===== config.mk =====
export PLATFORM = sky130hd
export DESIGN_NAME = bridge_sequencer
export DESIGN_NICKNAME = d
export VERILOG_FILES = /design/src/rtl/bridge_pkg.sv /design/src/rtl/sat_counter.sv /design/src/rtl/bridge_sequencer.sv
export SDC_FILE = /design/constraint.sdc
export NUM_CORES = 1
export LEC_CHECK = 0
export CAP_MARGIN = 20
export CORE_MARGIN = 3
export CORE_UTILIZATION = 45
export CTS_CLUSTER_DIAMETER = 120
export CTS_CLUSTER_SIZE = 24
export DETAILED_ROUTE_END_ITERATION = 10
export GPL_ROUTABILITY_DRIVEN = 0
export PLACE_DENSITY = 0.83
export SETUP_SLACK_MARGIN = 0.2
export SYNTH_ARGS = -nofsm -noshare
export SYNTH_HDL_FRONTEND = slang
export SYNTH_HIERARCHICAL = 1
export SYNTH_SLANG_ARGS = --single-unit

===== constraint.sdc =====
create_clock -name clk -period 2.75 [get_ports clk]
set_clock_uncertainty 0.1 [all_clocks]
set_input_delay 0.55 -clock clk [delete_from_list [all_inputs] [get_ports clk]]
set_output_delay 0.55 -clock clk [all_outputs]
set_load 0.01 [all_outputs]

===== src/rtl/bridge_pkg.sv =====
// ----------------------------------------------------------------------------
// bridge_pkg
// Shared types and constants for the UART-AXI4 bridge command sequencer.
//   seq_state_t    : sequencer FSM state encoding
//   STATUS_*       : status codes seen on the AXI and response paths
//   is_retryable() : true for AXI statuses that justify a re-issue
// ----------------------------------------------------------------------------
package bridge_pkg;

  typedef enum logic [2:0] {
    IDLE      = 3'd0,
    AXI_REQ   = 3'd1,
    BACKOFF   = 3'd2,
    BUILD     = 3'd3,
    WAIT_RESP = 3'd4
  } seq_state_t;

  localparam logic [7:0] STATUS_OK      = 8'h00;
  localparam logic [7:0] STATUS_TIMEOUT = 8'h04;
  localparam logic [7:0] STATUS_BUSY    = 8'h06;

  // Only transient slave conditions are worth another attempt.
  function automatic logic is_retryable(input logic [7:0] status);
    return (status == STATUS_BUSY) || (status == STATUS_TIMEOUT);
  endfunction

endpackage


===== src/rtl/sat_counter.sv =====
// ----------------------------------------------------------------------------
// sat_counter
// Registered up-counter that sticks at all-ones and has a synchronous clear.
// Ports:
//   clk, rst  : clock and asynchronous active-high reset
//   inc_i     : add one this cycle (ignored once saturated)
//   clr_i     : synchronous clear, wins over inc_i
//   value_o   : current count
// ----------------------------------------------------------------------------
module sat_counter
  import bridge_pkg::*;
#(
  parameter int WIDTH = 16
) (
  input  logic             clk,
  input  logic             rst,
  input  logic             inc_i,
  input  logic             clr_i,
  output logic [WIDTH-1:0] value_o
);

  logic [WIDTH-1:0] value_q;
  logic [WIDTH-1:0] value_d;

  always_comb begin
    value_d = value_q;
    if (clr_i) begin
      value_d = '0;
    end else if (inc_i && (value_q != '1)) begin
      value_d = value_q + WIDTH'(1);
    end
  end

  always_ff @(posedge clk or posedge rst) begin
    if (rst) begin
      value_q <= '0;
    end else begin
      value_q <= value_d;
    end
  end

  assign value_o = value_q;

endmodule


===== src/rtl/bridge_sequencer.sv =====
// ----------------------------------------------------------------------------
// bridge_sequencer
// Command sequencer between the frame parser, the AXI4-Lite master and the
// frame builder. Latches the command context, re-issues AXI transactions on
// transient status with a fixed backoff, guards the builder handshake with a
// watchdog and keeps saturating statistics.
// Ports:
//   clk, rst                    : clock, asynchronous active-high reset
//   frame_valid_i/frame_error_i : parser holds a good / errored frame
//   parser_error_status_i       : status code for an errored frame
//   parser_cmd_i/parser_addr_i  : CMD byte (bit 7 = read) and address
//   frame_consumed_o            : one-cycle release pulse to the parser
//   axi_start_o                 : AXI transaction request (level)
//   axi_done_i/axi_status_i     : AXI completion strobe and result code
//   axi_rd_count_i              : read bytes returned, valid with axi_done_i
//   build_response_o            : one-cycle builder trigger
//   status_code_o, cmd_echo_o,
//   addr_echo_o,
//   is_read_response_o,
//   resp_data_count_o           : response fields, zero outside BUILD/WAIT_RESP
//   response_complete_i         : builder finished
//   stats_clear_i               : clears counters and the timeout flag
//   wr/rd/err/retry_count_o     : saturating statistics
//   resp_timeout_flag_o         : sticky builder-watchdog flag
//   seq_busy_o                  : sequencer not idle
// ----------------------------------------------------------------------------
module bridge_sequencer
  import bridge_pkg::*;
#(
  parameter int CNT_WIDTH      = 16,
  parameter int MAX_RETRIES    = 3,
  parameter int BACKOFF_CYCLES = 32,
  parameter int RESP_TIMEOUT   = 4096,
  parameter int DCNT_W         = 6
) (
  input  logic                 clk,
  input  logic                 rst,
  input  logic                 frame_valid_i,
  input  logic                 frame_error_i,
  input  logic [7:0]           parser_error_status_i,
  input  logic [7:0]           parser_cmd_i,
  input  logic [31:0]          parser_addr_i,
  output logic                 frame_consumed_o,
  output logic                 axi_start_o,
  input  logic                 axi_done_i,
  input  logic [7:0]           axi_status_i,
  input  logic [DCNT_W-1:0]    axi_rd_count_i,
  output logic                 build_response_o,
  output logic [7:0]           status_code_o,
  output logic [7:0]           cmd_echo_o,
  output logic [31:0]          addr_echo_o,
  output logic                 is_read_response_o,
  output logic [DCNT_W-1:0]    resp_data_count_o,
  input  logic                 response_complete_i,
  input  logic                 stats_clear_i,
  output logic [CNT_WIDTH-1:0] wr_count_o,
  output logic [CNT_WIDTH-1:0] rd_count_o,
  output logic [CNT_WIDTH-1:0] err_count_o,
  output logic [CNT_WIDTH-1:0] retry_count_o,
  output logic                 resp_timeout_flag_o,
  output logic                 seq_busy_o
);

  // Counter widths are guarded so degenerate parameters (no retries, a
  // single backoff cycle) still give legal one-bit registers.
  localparam int ATT_W = (MAX_RETRIES < 1) ? 1 : $clog2(MAX_RETRIES + 1);
  localparam int BO_W  = (BACKOFF_CYCLES < 2) ? 1 : $clog2(BACKOFF_CYCLES);
  localparam int WD_W  = (RESP_TIMEOUT < 2) ? 1 : $clog2(RESP_TIMEOUT);

  localparam logic [ATT_W-1:0] ATT_MAX = ATT_W'(MAX_RETRIES);
  localparam logic [BO_W-1:0]  BO_LOAD = BO_W'(BACKOFF_CYCLES - 1);
  localparam logic [WD_W-1:0]  WD_LOAD = WD_W'(RESP_TIMEOUT - 1);

  seq_state_t        state_q, state_d;
  logic [7:0]        cmd_q, cmd_d;
  logic [31:0]       addr_q, addr_d;
  logic [7:0]        status_q, status_d;
  logic [DCNT_W-1:0] rdCount_q, rdCount_d;
  logic              err_q, err_d;
  logic [ATT_W-1:0]  attempts_q, attempts_d;
  logic [BO_W-1:0]   backoffCnt_q, backoffCnt_d;
  logic [WD_W-1:0]   watchdog_q, watchdog_d;
  logic              timeoutFlag_q, timeoutFlag_d;

  logic wrInc;
  logic rdInc;
  logic errInc;
  logic retryInc;
  logic consumed;
  logic timeoutSet;
  logic respPhase;
  logic isRead;

  // Next-state, context capture and single-cycle event decode.
  always_comb begin
    state_d      = state_q;
    cmd_d        = cmd_q;
    addr_d       = addr_q;
    status_d     = status_q;
    rdCount_d    = rdCount_q;
    err_d        = err_q;
    attempts_d   = attempts_q;
    backoffCnt_d = backoffCnt_q;
    watchdog_d   = watchdog_q;
    wrInc        = 1'b0;
    rdInc        = 1'b0;
    errInc       = 1'b0;
    retryInc     = 1'b0;
    consumed     = 1'b0;
    timeoutSet   = 1'b0;

    case (state_q)
      IDLE: begin
        if (frame_valid_i) begin
          cmd_d      = parser_cmd_i;
          addr_d     = parser_addr_i;
          status_d   = STATUS_OK;
          rdCount_d  = '0;
          err_d      = 1'b0;
          attempts_d = '0;
          state_d    = AXI_REQ;
        end else if (frame_error_i) begin
          cmd_d     = parser_cmd_i;
          addr_d    = parser_addr_i;
          status_d  = parser_error_status_i;
          rdCount_d = '0;
          err_d     = 1'b1;
          state_d   = BUILD;
        end
      end

      AXI_REQ: begin
        if (axi_done_i) begin
          if (is_retryable(axi_status_i) && (attempts_q < ATT_MAX)) begin
            attempts_d   = attempts_q + ATT_W'(1);
            retryInc     = 1'b1;
            backoffCnt_d = BO_LOAD;
            state_d      = BACKOFF;
          end else begin
            status_d  = axi_status_i;
            rdCount_d = axi_rd_count_i;
            state_d   = BUILD;
          end
        end
      end

      BACKOFF: begin
        if (backoffCnt_q == '0) begin
          state_d = AXI_REQ;
        end else begin
          backoffCnt_d = backoffCnt_q - BO_W'(1);
        end
      end

      BUILD: begin
        watchdog_d = WD_LOAD;
        state_d    = WAIT_RESP;
      end

      WAIT_RESP: begin
        // Completion is checked first so a completion landing on the
        // expiry cycle is treated as a normal finish.
        if (response_complete_i) begin
          consumed = 1'b1;
          state_d  = IDLE;
          if (err_q || (status_q != STATUS_OK)) begin
            errInc = 1'b1;
          end else if (cmd_q[7]) begin
            rdInc = 1'b1;
          end else begin
            wrInc = 1'b1;
          end
        end else if (watchdog_q == '0) begin
          consumed   = 1'b1;
          timeoutSet = 1'b1;
          errInc     = 1'b1;
          state_d    = IDLE;
        end else begin
          watchdog_d = watchdog_q - WD_W'(1);
        end
      end

      default: begin
        state_d = IDLE;
      end
    endcase

    if (stats_clear_i) begin
      timeoutFlag_d = 1'b0;
    end else begin
      timeoutFlag_d = timeoutFlag_q | timeoutSet;
    end
  end

  always_ff @(posedge clk or posedge rst) begin
    if (rst) begin
      state_q       <= IDLE;
      cmd_q         <= '0;
      addr_q        <= '0;
      status_q      <= '0;
      rdCount_q     <= '0;
      err_q         <= 1'b0;
      attempts_q    <= '0;
      backoffCnt_q  <= '0;
      watchdog_q    <= '0;
      timeoutFlag_q <= 1'b0;
    end else begin
      state_q       <= state_d;
      cmd_q         <= cmd_d;
      addr_q        <= addr_d;
      status_q      <= status_d;
      rdCount_q     <= rdCount_d;
      err_q         <= err_d;
      attempts_q    <= attempts_d;
      backoffCnt_q  <= backoffCnt_d;
      watchdog_q    <= watchdog_d;
      timeoutFlag_q <= timeoutFlag_d;
    end
  end

  // Response fields are only presented while the builder is being served.
  assign respPhase = (state_q == BUILD) || (state_q == WAIT_RESP);
  assign isRead    = cmd_q[7] & ~err_q;

  assign axi_start_o         = (state_q == AXI_REQ);
  assign build_response_o    = (state_q == BUILD);
  assign frame_consumed_o    = consumed;
  assign seq_busy_o          = (state_q != IDLE);
  assign status_code_o       = respPhase ? status_q : 8'h00;
  assign cmd_echo_o          = respPhase ? cmd_q : 8'h00;
  assign addr_echo_o         = respPhase ? addr_q : 32'h0;
  assign is_read_response_o  = respPhase & isRead;
  assign resp_data_count_o   = (respPhase && isRead && (status_q == STATUS_OK)) ?
                               rdCount_q : '0;
  assign resp_timeout_flag_o = timeoutFlag_q;

  sat_counter #(.WIDTH(CNT_WIDTH)) uWrCnt (
    .clk     (clk),
    .rst     (rst),
    .inc_i   (wrInc),
    .clr_i   (stats_clear_i),
    .value_o (wr_count_o)
  );

  sat_counter #(.WIDTH(CNT_WIDTH)) uRdCnt (
    .clk     (clk),
    .rst     (rst),
    .inc_i   (rdInc),
    .clr_i   (stats_clear_i),
    .value_o (rd_count_o)
  );

  sat_counter #(.WIDTH(CNT_WIDTH)) uErrCnt (
    .clk     (clk),
    .rst     (rst),
    .inc_i   (errInc),
    .clr_i   (stats_clear_i),
    .value_o (err_count_o)
  );

  sat_counter #(.WIDTH(CNT_WIDTH)) uRetryCnt (
    .clk     (clk),
    .rst     (rst),
    .inc_i   (retryInc),
    .clr_i   (stats_clear_i),
    .value_o (retry_count_o)
  );

endmodule


==> impl_metrics.toml <==
[critical_path]
critPathRequiredTime_ps = 2100
start_kind = "flip-flop"
crit_top_cell = "buf_6"
endpoint_kind = "output port"
crit_fanout = 3
cp_slowest_stage_delay_ps = 390
arrival_ps = 2090
worstSetupPathType = "reg2out"
critPathSlowestCell = "dfrtp_1"
crit_chain = "nor4_2, buf_4, buf_4, buf_6, nand3_4, nor2_4, buf_6, buf_6, and2_1, buf_2"

[sta]
setup_slack_ps = 12.0
hold_viol = 0
setup_viol = 0
fin_crit_ps = 2740
post-route-period-util_pct = 99.6
rsz0062_at_grt = "yes"
fmax_ghz = 0.365
slew_headroom_pct = 47.5
worst_hold_slack_ps = 400
worst_pin_slew_ps = 780
maxSlewViolCount = 0

[synth]
synth_warnings = 6
async_flop_share_pct = 100
synthFlopType = "dfrtp_1"
synth_cell_types = 65
syn-cell-area_um2 = 7690
synth_edf_count = 0
syn_area_per_cell_um2 = 10.1
synth_nets = 840
postSynthCellCount = 763
ys_seq_area_share_pct = 46.2
ys_seq_elements = 142

[run_status]
outcome = "finished, final reports clean"

[detailed_routing]
first_pass_iters = 5
ant_nets = 0
wl_met3_um = 1820
dr_total_vias = 7397
wl_per_cell_um = 18.6
drc = 0
first_iter_violations = 472
wl_met1_um = 9170
vias_per_cell = 5.84
wl_um = 23600
highest_layer = "met4"
dr_wl_met2_um = 12200

[clock_network]
cts_root_buffer = "clkbuf_16"
clock_latency_ps = 420
cts.clk_slew.worst_paths_ps = 60
clkSinkCount = 142
clockBufferDepth = 2
cts_buffers = 17
cts_tree = "yes"
htree_levels = 4

[finish]
fin_nets = 1111
drive_above_1_share_pct = 34.0
area_growth_pct = 48.9
design_area_um2 = 11500
antennaDiodeCount = 0
layout_commonest_cell = "dfrtp_1"
layout_common_cells = "dfrtp_1 (140), clkdlybuf4s50_1 (133), buf_4 (64)"

[floorplan]
num_rows = 47
fp.dieH_um = 137
initial_utilization_pct = 46.2
io_pins = 193
die_area_um2 = 18700
dieWidth_um = 137
core_area_um2 = 16600

[power_and_ir_drop]
ir_drop_v = 0.000700
p_total_mw = 8.73
power_per_cell_area_nw_per_um2 = 763
leakage_nw = 4.56

[hold_path]
hp-class = "reg2reg"

[run]
maxCapViolCount = 0

[global_routing]
grt_pass1_vias = 7330
antenna_found_initial = 0
grt_pass1_wl_um = 37100
grt_max_degree = 46
grt_overflow_total = 0
grt_usage_pct = 24.8

[placement]
numPortBuffers = 192
dp_hpwl_um = 15600
place_ws_ps = -227
placed_cell_area_um2 = 10300
## repair_timing
| item | 4_1_cts | 5_1_grt |
|---|---|---|
| gates cloned | 3 | 0 |
| hold buffers | 0 | 0 |
| pin swaps | 21 | 22 |
| gates resized for setup | 182 | 168 |
| setup buffers | 19 | 15 |
| setup endpoints to repair | 84 | 92 |
| endpoints found under the hold margin | 0 | 0 |
## layer usage
metal,GRT usage (%),vias to the layer above
met5,0,-
met4,5.60,0
met3,8.31,28
met2,42.8,294
met1,30.2,3670
li1,-,3405
## power breakdown
group | leakage (nW) | internal (mW) | switching, mW
logic | 2.49 | 1.83 | 1.71
clock network | 0.271 | 1.27 | 0.987
registers | 1.79 | 2.60 | 0.334
## kinds of logic after synthesis
family	after synthesis	share of synthesized area (%)
and+or+nand+nor	336	27.0
DFF	142	46.2
buffers and inverters	62	3.60
adders and majority gates	8	1.30
AOI/OAI and AO/OA	150	12.5
xor gates and xnor gates	2	0.228
muxes	63	9.11
## synth_stat cells, types with 3 or more instances
| library cell | count | area [µm²] |
|---|---|---|
| or3_1 | 29 | 181 |
| and2_1 | 11 | 68.8 |
| o21ai_0 | 31 | 155 |
| mux2i_1 | 7 | 70.1 |
| nand2_1 | 33 | 124 |
| buf_2 | 7 | 35.0 |
| clkbuf_1 | 16 | 60.1 |
| nand3_1 | 38 | 190 |
| a21oi_1 | 55 | 275 |
| dfrtp_1 | 142 | 3550 |
| clkbuf_2 | 4 | 20.0 |
| or4_4 | 5 | 56.3 |
| or4_2 | 5 | 43.8 |
| mux2_2 | 54 | 608 |
| a22o_1 | 13 | 114 |
| nor3_1 | 24 | 120 |
| and4_1 | 5 | 43.8 |
| nand2b_1 | 8 | 50.1 |
| or4_1 | 27 | 203 |
| nor3b_1 | 3 | 22.5 |
| buf_4 | 4 | 30.0 |
| o41ai_1 | 8 | 70.1 |
| nand4_1 | 17 | 106 |
| a31oi_1 | 4 | 25.0 |
| inv_1 | 25 | 93.8 |
| or3_2 | 4 | 30.0 |
| dlygate4sd1_1 | 3 | 26.3 |
| nor4_1 | 15 | 93.8 |
| nor2_1 | 32 | 120 |
| nand4_4 | 4 | 85.1 |
| nor2b_1 | 60 | 375 |
| o31ai_1 | 23 | 173 |
| ha_1 | 8 | 100 |
## sequential cells by signal (all words and copies together), names as in the netlist, 5 cells and up
signal / cells
uWrCnt/value_o: 16
status_q: 8
uRdCnt/value_o: 16
backoffCnt_q: 5
uErrCnt/value_o: 16
uRetryCnt/value_o: 16
rdCount_q: 6
cmd_q: 8
addr_q: 32
watchdog_q: 12
## area by class of cell
class | count | area [µm²]
multi-input cells | 562 | 4390
well taps | 220 | 275
clock inverters | 15 | 153
inverters | 26 | 104
clock buffers | 17 | 425
flip-flops and latches | 142 | 3560
fillers | 1189 | 5190
repair buffers | 285 | 2550
## metrics by stage
| step | setup TNS (ps) | utilization (%) | cells |
|---|---|---|---|
| 6_report | 0 | 68.8 | 1267 |
| 5_1_grt | -406 | 68.8 | 1267 |
| 4_1_cts | 0 | 67.3 | 1252 |
| 3_5_place_dp | -1720 | 61.8 | 1198 |
| 3_3_place_gp | -1010 | 61.8 | 1198 |
| 2_1_floorplan | -53.8 | - | 763 |
## critical path: cells and delay by family, from the launching register on
kind | cells | cell delay, ps
buf+inv | 6 | 660
flops | 1 | 390
simple gates | 4 | 620
## final timing paths
path                                      startpoint                              end  slack, ps  cells after the start
max                          status_q[3]$_DFFE_PP0P_             resp_data_count_o[1]         10                     10
min                             cmd_q[4]$_DFFE_PP0P_             cmd_q[4]$_DFFE_PP0P_        400                      1
max reg2reg                watchdog_q[0]$_DFFE_PP0P_  uErrCnt/value_o[13]$_DFFE_PP0P_         60                     10
min reg2reg                     cmd_q[4]$_DFFE_PP0P_             cmd_q[4]$_DFFE_PP0P_        400                      1
max in group asynchronous                        rst   uWrCnt/value_o[14]$_DFFE_PP0P_       1420                      2
min in group asynchronous                        rst    resp_timeout_flag_o$_DFF_PP0_        630                      2
Power figures use the tool's default switching activity.
